**src/rtl/vga_attr_pkg.sv**
```systemverilog
// Shared widths, RGB type and the fixed 16-entry CGA palette
// for the VGA text attribute decoder.
package vga_attr_pkg;

  localparam int RGB_W = 12;
  localparam int IDX_W = 4;
  localparam int PAL_N = 16;

  typedef logic [RGB_W-1:0] rgb_t;
  typedef logic [IDX_W-1:0] idx_t;

  // Entry 6 is brown (A50), not the dark yellow (AA0) of the raw formula.
  localparam rgb_t PALETTE [PAL_N] = '{
    12'h000, 12'h00A, 12'h0A0, 12'h0AA,
    12'hA00, 12'hA0A, 12'hA50, 12'hAAA,
    12'h555, 12'h55F, 12'h5F5, 12'h5FF,
    12'hF55, 12'hF5F, 12'hFF5, 12'hFFF
  };

  function automatic rgb_t pal_lookup(input idx_t idx);
    return PALETTE[idx];
  endfunction

endpackage

```
**src/rtl/vga_palette_lut.sv**
```systemverilog
// Combinational 4-bit palette index to 12-bit RGB lookup.
// One instance each for the foreground and background paths.
module vga_palette_lut
  import vga_attr_pkg::*;
(
  input  logic [IDX_W-1:0] idx_i,
  output logic [RGB_W-1:0] rgb_o
);

  always_comb begin
    rgb_o = pal_lookup(idx_i);
  end

endmodule

```
**src/rtl/vga_attribute_decoder.sv**
```systemverilog
// Attribute byte to registered fg/bg RGB colours, one-cycle latency.
// Define VGA_ATTR_BLINK_EN to treat attr[7] as blink instead of bright bg.
module vga_attribute_decoder
  import vga_attr_pkg::*;
(
  input  logic             clk_i,
  input  logic             rst_n_i,
  input  logic             en_i,
  input  logic [7:0]       attr_i,
  input  logic             blink_i,
  output logic [RGB_W-1:0] fg_rgb_o,
  output logic [RGB_W-1:0] bg_rgb_o
);

  idx_t fg_idx;
  idx_t bg_idx;
  rgb_t fg_lut;
  rgb_t bg_lut;
  rgb_t fg_sel;
  logic hide;

  rgb_t fg_rgb_d;
  rgb_t fg_rgb_q;
  rgb_t bg_rgb_d;
  rgb_t bg_rgb_q;

  always_comb begin
    fg_idx = attr_i[3:0];
`ifdef VGA_ATTR_BLINK_EN
    bg_idx = {1'b0, attr_i[6:4]};
    hide   = attr_i[7] & blink_i;
`else
    bg_idx = attr_i[7:4];
    hide   = 1'b0;
`endif
  end

`ifndef VGA_ATTR_BLINK_EN
  logic unused_blink;
  assign unused_blink = blink_i;
`endif

  vga_palette_lut u_fg_lut (
    .idx_i (fg_idx),
    .rgb_o (fg_lut)
  );

  vga_palette_lut u_bg_lut (
    .idx_i (bg_idx),
    .rgb_o (bg_lut)
  );

  // A hidden glyph is drawn in the cell's own background colour.
  always_comb begin
    fg_sel   = hide ? bg_lut : fg_lut;
    fg_rgb_d = fg_rgb_q;
    bg_rgb_d = bg_rgb_q;
    if (en_i) begin
      fg_rgb_d = fg_sel;
      bg_rgb_d = bg_lut;
    end
  end

  always_ff @(posedge clk_i or negedge rst_n_i) begin
    if (!rst_n_i) begin
      fg_rgb_q <= '0;
      bg_rgb_q <= '0;
    end else begin
      fg_rgb_q <= fg_rgb_d;
      bg_rgb_q <= bg_rgb_d;
    end
  end

  assign fg_rgb_o = fg_rgb_q;
  assign bg_rgb_o = bg_rgb_q;

endmodule

```
**config.mk**
```make
export PLATFORM = sky130hd
export DESIGN_NAME = vga_attribute_decoder
export DESIGN_NICKNAME = d
export VERILOG_FILES = /design/src/rtl/vga_attr_pkg.sv /design/src/rtl/vga_palette_lut.sv /design/src/rtl/vga_attribute_decoder.sv
export SDC_FILE = /design/constraint.sdc
export NUM_CORES = 1
export LEC_CHECK = 0
export BUFFER_PORTS_ARGS = -buffer_cell sky130_fd_sc_hd__clkbuf_2
export CAP_MARGIN = 20
export CORE_MARGIN = 1
export CORE_UTILIZATION = 41
export CTS_BUF_LIST = sky130_fd_sc_hd__clkbuf_8
export CTS_CLUSTER_SIZE = 28
export DETAILED_ROUTE_END_ITERATION = 7
export GPL_ROUTABILITY_DRIVEN = 0
export GPL_TIMING_DRIVEN = 0
export PLACE_DENSITY = 0.79
export SETUP_SLACK_MARGIN = 0.05
export SLEW_MARGIN = 40
export SYNTH_ARGS = -nofsm -noshare
export SYNTH_HDL_FRONTEND = slang
export SYNTH_SLANG_ARGS = --single-unit
```
**constraint.sdc**
```tcl
create_clock -name clk_i -period 1 [get_ports clk_i]
set_input_delay 0.05 -clock clk_i [delete_from_list [all_inputs] [get_ports clk_i]]
set_output_delay 0.05 -clock clk_i [all_outputs]
set_load 0.005 [all_outputs]
```
* Word-level counts from Yosys, hierarchy flattened
Memory sizes are Yosys's and may differ from the RTL's. A register that Yosys moved wholly into a read port is not among the register bits. Cells that the tools add are included.
Storage, ports and cells: bits in registers 0, ROM bits 384, input port bits 12, output and inout bits 24, logic and storage cells 6, memories kept 2
Operators by class: bitwise gates (word level) 2, reduce and logical (&&, ||, !) cells 2
Memories:
- (name not given) | words 16, bits a word 12, read ports 1, clocked after memory_dff 1, wr ports 0, RTL line vga_attr_pkg.sv:21 | return PALETTE[idx];
- (name not given) | words 16, bits a word 12, read ports 1, clocked after memory_dff 1, wr ports 0, RTL line vga_attr_pkg.sv:21
Operator list (number):
- 4-bit inverter with 5-bit output | 2
- 1-bit logical NOT | 2

* Logic depth before layout (Yosys ltp)
Gate-level depths: netlist of run 1.
depth after elaboration 1, gate-level depth with buffers 3

* Hierarchy
A second synthesis of run 1 with hierarchy kept.
Unflattened totals: cells, all modules 79, area total of the unflattened synthesis 1197.4 um^2
By module, submodules not included:
- vga_attribute_decoder | instances 1, cells each 51, area each 997.2 um^2, seq. area each 600.6 um^2
- vga_palette_lut | instances 2, cells each 14, area each 100.1 um^2, seq. area each 0.0 um^2

* Least setup slack after synthesis of run 1
No wires, ideal clock.
path type flip-flop to flip-flop, start reg fg_rgb_o[10] (netlist name), end reg fg_rgb_q[10], in the netlist fg_rgb_o[10], library setup time 0.125 ns, arrival time 0.664 ns, data required time 0.875 ns, path slack 0.211 ns, cell stages (with the launch flop) 2, clock period less this slack 0.789 ns, cell sequence dfrtp_1 mux2_4
RTL lines:
- end, declared | RTL line vga_attribute_decoder.sv:23 | rgb_t fg_rgb_q;

==> results of run 1 <==
## worst max-delay path: stages (launching register included)
cell,delay [ns]
dfrtp_2,0.44
buf_6,0.13
buf_6,0.10
## registers in the layout (all words and copies together) (netlist names)
| register | cells |
|---|---|
| bg_rgb_o | 5 |
| fg_rgb_o | 5 |
## cell type report
class                   count  area share (%)
flip-flops and latches     10           31.11
repair buffers             35           24.61
multi-input cells          18           19.81
plain buffers              15           16.25
clock buffers               3           5.108
well taps                  14           2.167
inverters                   2          0.9288
## final timing paths
check,start,endpoint,slack [ns]
max in group asynchronous,rst_n_i,bg_rgb_o[0],0.55
worst max-delay path,bg_rgb_o[0],bg_rgb_o[8],0.06
worst min register to register,bg_rgb_o[1],bg_rgb_o[1],0.53
worst min-delay path,attr_i[1],fg_rgb_o[6],0.07
worst max register to register,bg_rgb_o[0],bg_rgb_o[0],0.18
min in group asynchronous,rst_n_i,bg_rgb_o[5],0.24
## layout by cell type, fill, tap and decap left out
master | synthesis | routed
clkbuf_8 | 0 | 3
nor3b_1 | 2 | 2
nand2_1 | 2 | 2
mux2i_1 | 2 | 2
buf_4 | 14 | 10
mux2_2 | 2 | 2
o21ai_1 | 2 | 2
o22ai_1 | 2 | 2
clkbuf_2 | 0 | 31
dlygate4sd3_1 | 0 | 1
dfrtp_2 | 0 | 1
dfrtp_1 | 10 | 9
inv_1 | 2 | 2
nand2b_1 | 2 | 2
buf_6 | 1 | 8
mux2_4 | 4 | 4
## power by group
part           total [mW]  internal [mW]  leakage [nW]  switching [mW]
logic               0.327          0.219         0.307           0.107
registers           0.487          0.449         0.117          0.0383
clock network       0.388          0.261        0.0216           0.127
total                1.20          0.929         0.445           0.273
## cells by family (layout without fill, tap and decap cells)
kind of cell / count (synthesis) / count (layout) / share of synthesized area (%)
flops: 10 / 10 / 46.84
mux: 8 / 8 / 19.20
buf+inv: 17 / 55 / 23.19
compound gates: 4 / 4 / 4.215
simple gates: 6 / 6 / 6.557
## what timing repair did
item                       CTS  global route
gates resized for setup      0             8
setup endpoints to repair    0             4
hold endpoints to repair    10             0
hold buffers                 1             0
## per-layer routing
layer  routed length (µm)  track usage (%)  vias to the layer above
met2                  531            24.15                       30
met4                    0            8.036                        0
met1                  402            18.05                      199
li1                     -                -                      213
met3                   74            5.233                        0
met5                    0                0                        -
## metrics by stage
step / util, % / setup WS, ns / hold slack [ns] / power, mW
global route: 69.91 / 0.03290 / 0.09463 / 1.270
floorplan: - / 0.2106 / -0.2456 / 0.6480
finish: 69.91 / 0.06032 / 0.07203 / 1.202
CTS: 66.88 / 0.06128 / 0.07168 / 1.186
detailed placement: 62.45 / 0.2076 / -0.07514 / 0.7904
global placement: 62.45 / 0.2028 / -0.07628 / 0.7806
==> metrics.txt, run 1 <==
post-CTS setup buffer count=0; Setup TNS=0 ns; Layout area overhead=51.29%; worst vdd ir=940.6 µV; CTS Root Cell=clkbuf_8; Setup CP Type=reg2out; grt ovf=0; Initial Util=46.21%; layout cell share with drive strength beyond 1=71.08%; synth top area cells=dfrtp_1 (47%), buf_4 (20%), mux2_4 (11%), mux2_2 (4.2%), mux2i_1 (3.7%); Final min period=0.9397 ns; Tot GR Track Use=15.26%; skew final=0 ns; Post-Syn Area=534.3 µm²; Final HPWL DP=772.7 µm; final hold vios=0; Leak=0.4450 nW; Max H-tree Level=1; Synthesis Warnings=0; per-cell routed wire length=10.39 µm; Syn Area/Cell=11.87 µm²; pwr dens=1487 nW/µm²; cell with the most instances after synthesis=buf_4; ys flop type=dfrtp_1; Critical Path RT=0.95 ns; CP Max Fanout=5; clk_lat worst skew=0.22 ns; Final Max Tran Viols=0; Initial DRT Pass Iterations=4; IO Port Bufs=34; fillers=91; Hold Path Class=in2reg; Hold Path Depth=3; fmax=1064 MHz; Syn Inst Count=45; post-layout instance count excluding filler cells=97; RSZ-0062 raised after global routing=true; row count=12; syn_nets=57; Clock transition at path regs=0.04 ns; Yosys cell types=12; nets=97; reg2reg path depth=1; post-route cell area=808.3 µm²; Slew HR=84.41%; die area=1452 µm²; final worst path period share=93.97%; Max-Cap Viols=0; WP data arrival=0.89 ns; Post-route DRC=0; Clock Path Buffers=2; EDFF count, synth=0; Routed Antenna Nets=0; asr flop ratio synth=100.0%; kind of end point of the critical path=output port; final setup fails=0; core area=1156 µm²; number of DRC markers in iteration 0=4; TritonCTS Buffers=3; DRT Wirelength=1008 µm; Top Ports=36; Worst Tran Pin Value=0.2339 ns; drt via density=4.557; outcome=finished clean; first-pass GRT wire length=1455 µm; Die H=38.10 µm; dpl cell area=721.9 µm²; Worst setup SP type=register; Antenna Cells=0; initial antenna violation count=0; footprint of the multi-input gates=160.2 µm²; Chip Width=38.10 µm; synth cell count leaders=buf_4 (14), dfrtp_1 (10), mux2_4 (4); CTS tree=yes; Yosys top cell by area=dfrtp_1; vias in the first global route=338; largest net degree at the start of global routing=11; Seq/Total Area, Yosys=46.84%; DP Cell Count=93; Num Clock Sinks=10; share of the synthesized area in the top cell type=46.84%; Reg area=251.5 µm²; Vias=442; FF+latch count, synth=10
(Power assumes the default switching activity.)
==> inputs of run 2 (changes only) <==
CAP_MARGIN = 15   (was 20)
SETUP_SLACK_MARGIN = 0.2   (was 0.05)
clock period = 0.9 ns   (was 1 ns; I/O delays follow)
==> run 2 against run 1 <==
  * The flow now finishes with violations (setup timing)
  * Global-route usage is 0.37 points higher
  * Via count is 0.68% lower
  * Die area stayed put
  * Count of clock-buffer cells in the layout stayed put
  * Final cell count is 3.1% higher
==> metrics.txt, run 2 (synthesis results as in run 1) <==
outcome=finished with violations; failing checks=setup timing; IO Port Bufs=34 (unchanged); Initial Util=46.21% (unchanged); first-pass GRT wire length=1497 µm (+2.9%); drt via density=4.390 (-3.7%); largest net degree at the start of global routing=11 (unchanged); origin of the critical flop-to-flop path=bg_rgb_o[4]; Max H-tree Level=1 (unchanged); setup ws final=-0.03066 ns (-0.09098 ns); final hold vios=0 (unchanged); row count=12 (unchanged); skew final=0 ns (unchanged); Setup TNS=-0.1599 ns (-0.1599 ns); Hold Crit Start=attr_i[1]; Leak=0.4787 nW (+7.6%); Worst Tran Pin Value=0.2396 ns (+0.005696 ns); post-layout instance count excluding filler cells=100 (+3.1%); Vias=439 (-0.68%); Critical Path RT=0.85 ns (-0.10 ns); Initial DRT Pass Iterations=1 (-3); CP Max Fanout=5 (unchanged); Slew HR=84.03% (-0.38 points); Layout area overhead=65.57%; Post-route DRC=0 (unchanged); Die H=38.10 µm (unchanged); fmax=1075 MHz; final worst path period share=103.4%; TritonCTS Buffers=3 (unchanged); die area=1452 µm² (unchanged); DP Cell Count=93 (unchanged); nets=100 (+3.1%); layout cell share with drive strength beyond 1=73.26% (+2.2 points); most common cell after layout, fill and taps aside=clkbuf_2; core area=1156 µm² (unchanged); final setup fails=6 (+6); grt ovf=0 (unchanged); Worst R2R Setup Slack=0.04 ns (-0.14 ns); Tot GR Track Use=15.63% (+0.37 points); final design utilization=76.52% (+6.6 points); vias in the first global route=344 (+1.8%); Final HPWL DP=772.7 µm (unchanged); Max-Cap Viols=0 (unchanged); Final Max Tran Viols=0 (unchanged); Num Clock Sinks=10 (unchanged); Hold Path Class=in2reg; Top Ports=36 (unchanged); pwr dens=1595 nW/µm² (+7.3%); dpl cell area=721.9 µm² (unchanged); WP data arrival=0.89 ns (about the same); Worst setup SP type=register; RSZ-0062 raised after global routing=true; Routed Antenna Nets=0 (unchanged); DP Worst Slack=0.1076 ns (-0.1000 ns); DRT Wirelength=1100 µm (+9.1%); Antenna Cells=0 (unchanged); worst vdd ir=1028 µV (+9.3%); Hold Path Depth=3 (unchanged); number of DRC markers in iteration 0=0 (-4); Worst Setup SP=bg_rgb_o[0]; CTS Root Cell=clkbuf_8; per-cell routed wire length=11.00 µm (+5.9%); Clock transition at path regs=0.04 ns (about the same); most frequent cells in the layout=clkbuf_2 (25), buf_6 (18), dfrtp_1 (9); post-route cell area=884.6 µm² (+9.4%); Chip Width=38.10 µm (unchanged); kind of end point of the critical path=output port; CTS tree=yes; reg2reg path depth=3 (+2); initial antenna violation count=0 (unchanged); Final min period=0.9307 ns; clk_lat worst skew=0.22 ns (about the same); Clock Path Buffers=2 (unchanged); Setup CP Type=reg2out
run 2: layer usage:
| layer | vias up | track usage (%) | routed length, µm |
|---|---|---|---|
| met5 | - | 0 | 0 |
| met4 | 0 | 8.036 | 0 |
| met3 | 0 | 5.233 | 56 |
| met2 | 18 | 24.15 | 601 |
| met1 | 205 | 19.17 | 442 |
| li1 | 216 | - | - |
run 2: final cells by class:
| cell class | count | area (µm²) |
|---|---|---|
| Sequential cell | 10 | 251.5 |
| Buffer | 15 | 150.1 |
| Tap cell | 14 | 17.52 |
| Fill cell | 80 | 271.5 |
| Timing Repair Buffer | 38 | 252.7 |
| Multi-Input combinational cell | 18 | 163.9 |
| Inverter | 2 | 7.507 |
| Clock buffer | 3 | 41.29 |
run 2: power breakdown:
group	switching (mW)	internal, mW	leakage [nW]	total (mW)
clock network	0.140	0.290	0.0216	0.429
registers	0.0478	0.499	0.117	0.547
logic	0.132	0.303	0.341	0.435
run 2: through the flow:
step                      total power, mW  hold WS [ns]
after CTS                           1.328       0.06668
after global routing                1.489       0.08904
final                               1.411       0.06674
after floorplan                    0.7200       -0.2506
after detailed placement           0.8783      -0.08014
after global placement             0.8673      -0.08128
run 2: repair_timing:
action	CTS	global route
endpoints found under the hold margin	10	0
pin swaps	0	1
endpoints found under the setup margin	32	32
resized for setup	1	20
hold buffers	1	0
buffers inserted	1	2
run 2: final timing paths:
path | endpoint
max | bg_rgb_o[2]
max in group asynchronous | bg_rgb_o[0]
min | fg_rgb_o[6]
min in group asynchronous | fg_rgb_o[7]
min reg2reg | fg_rgb_o[9]
max reg2reg | bg_rgb_o[4]
run 2: worst max-delay path, stage by stage (launching register included):
cell and delay [ns]:
dfrtp_2 0.43, buf_6 0.13, buf_6 0.10
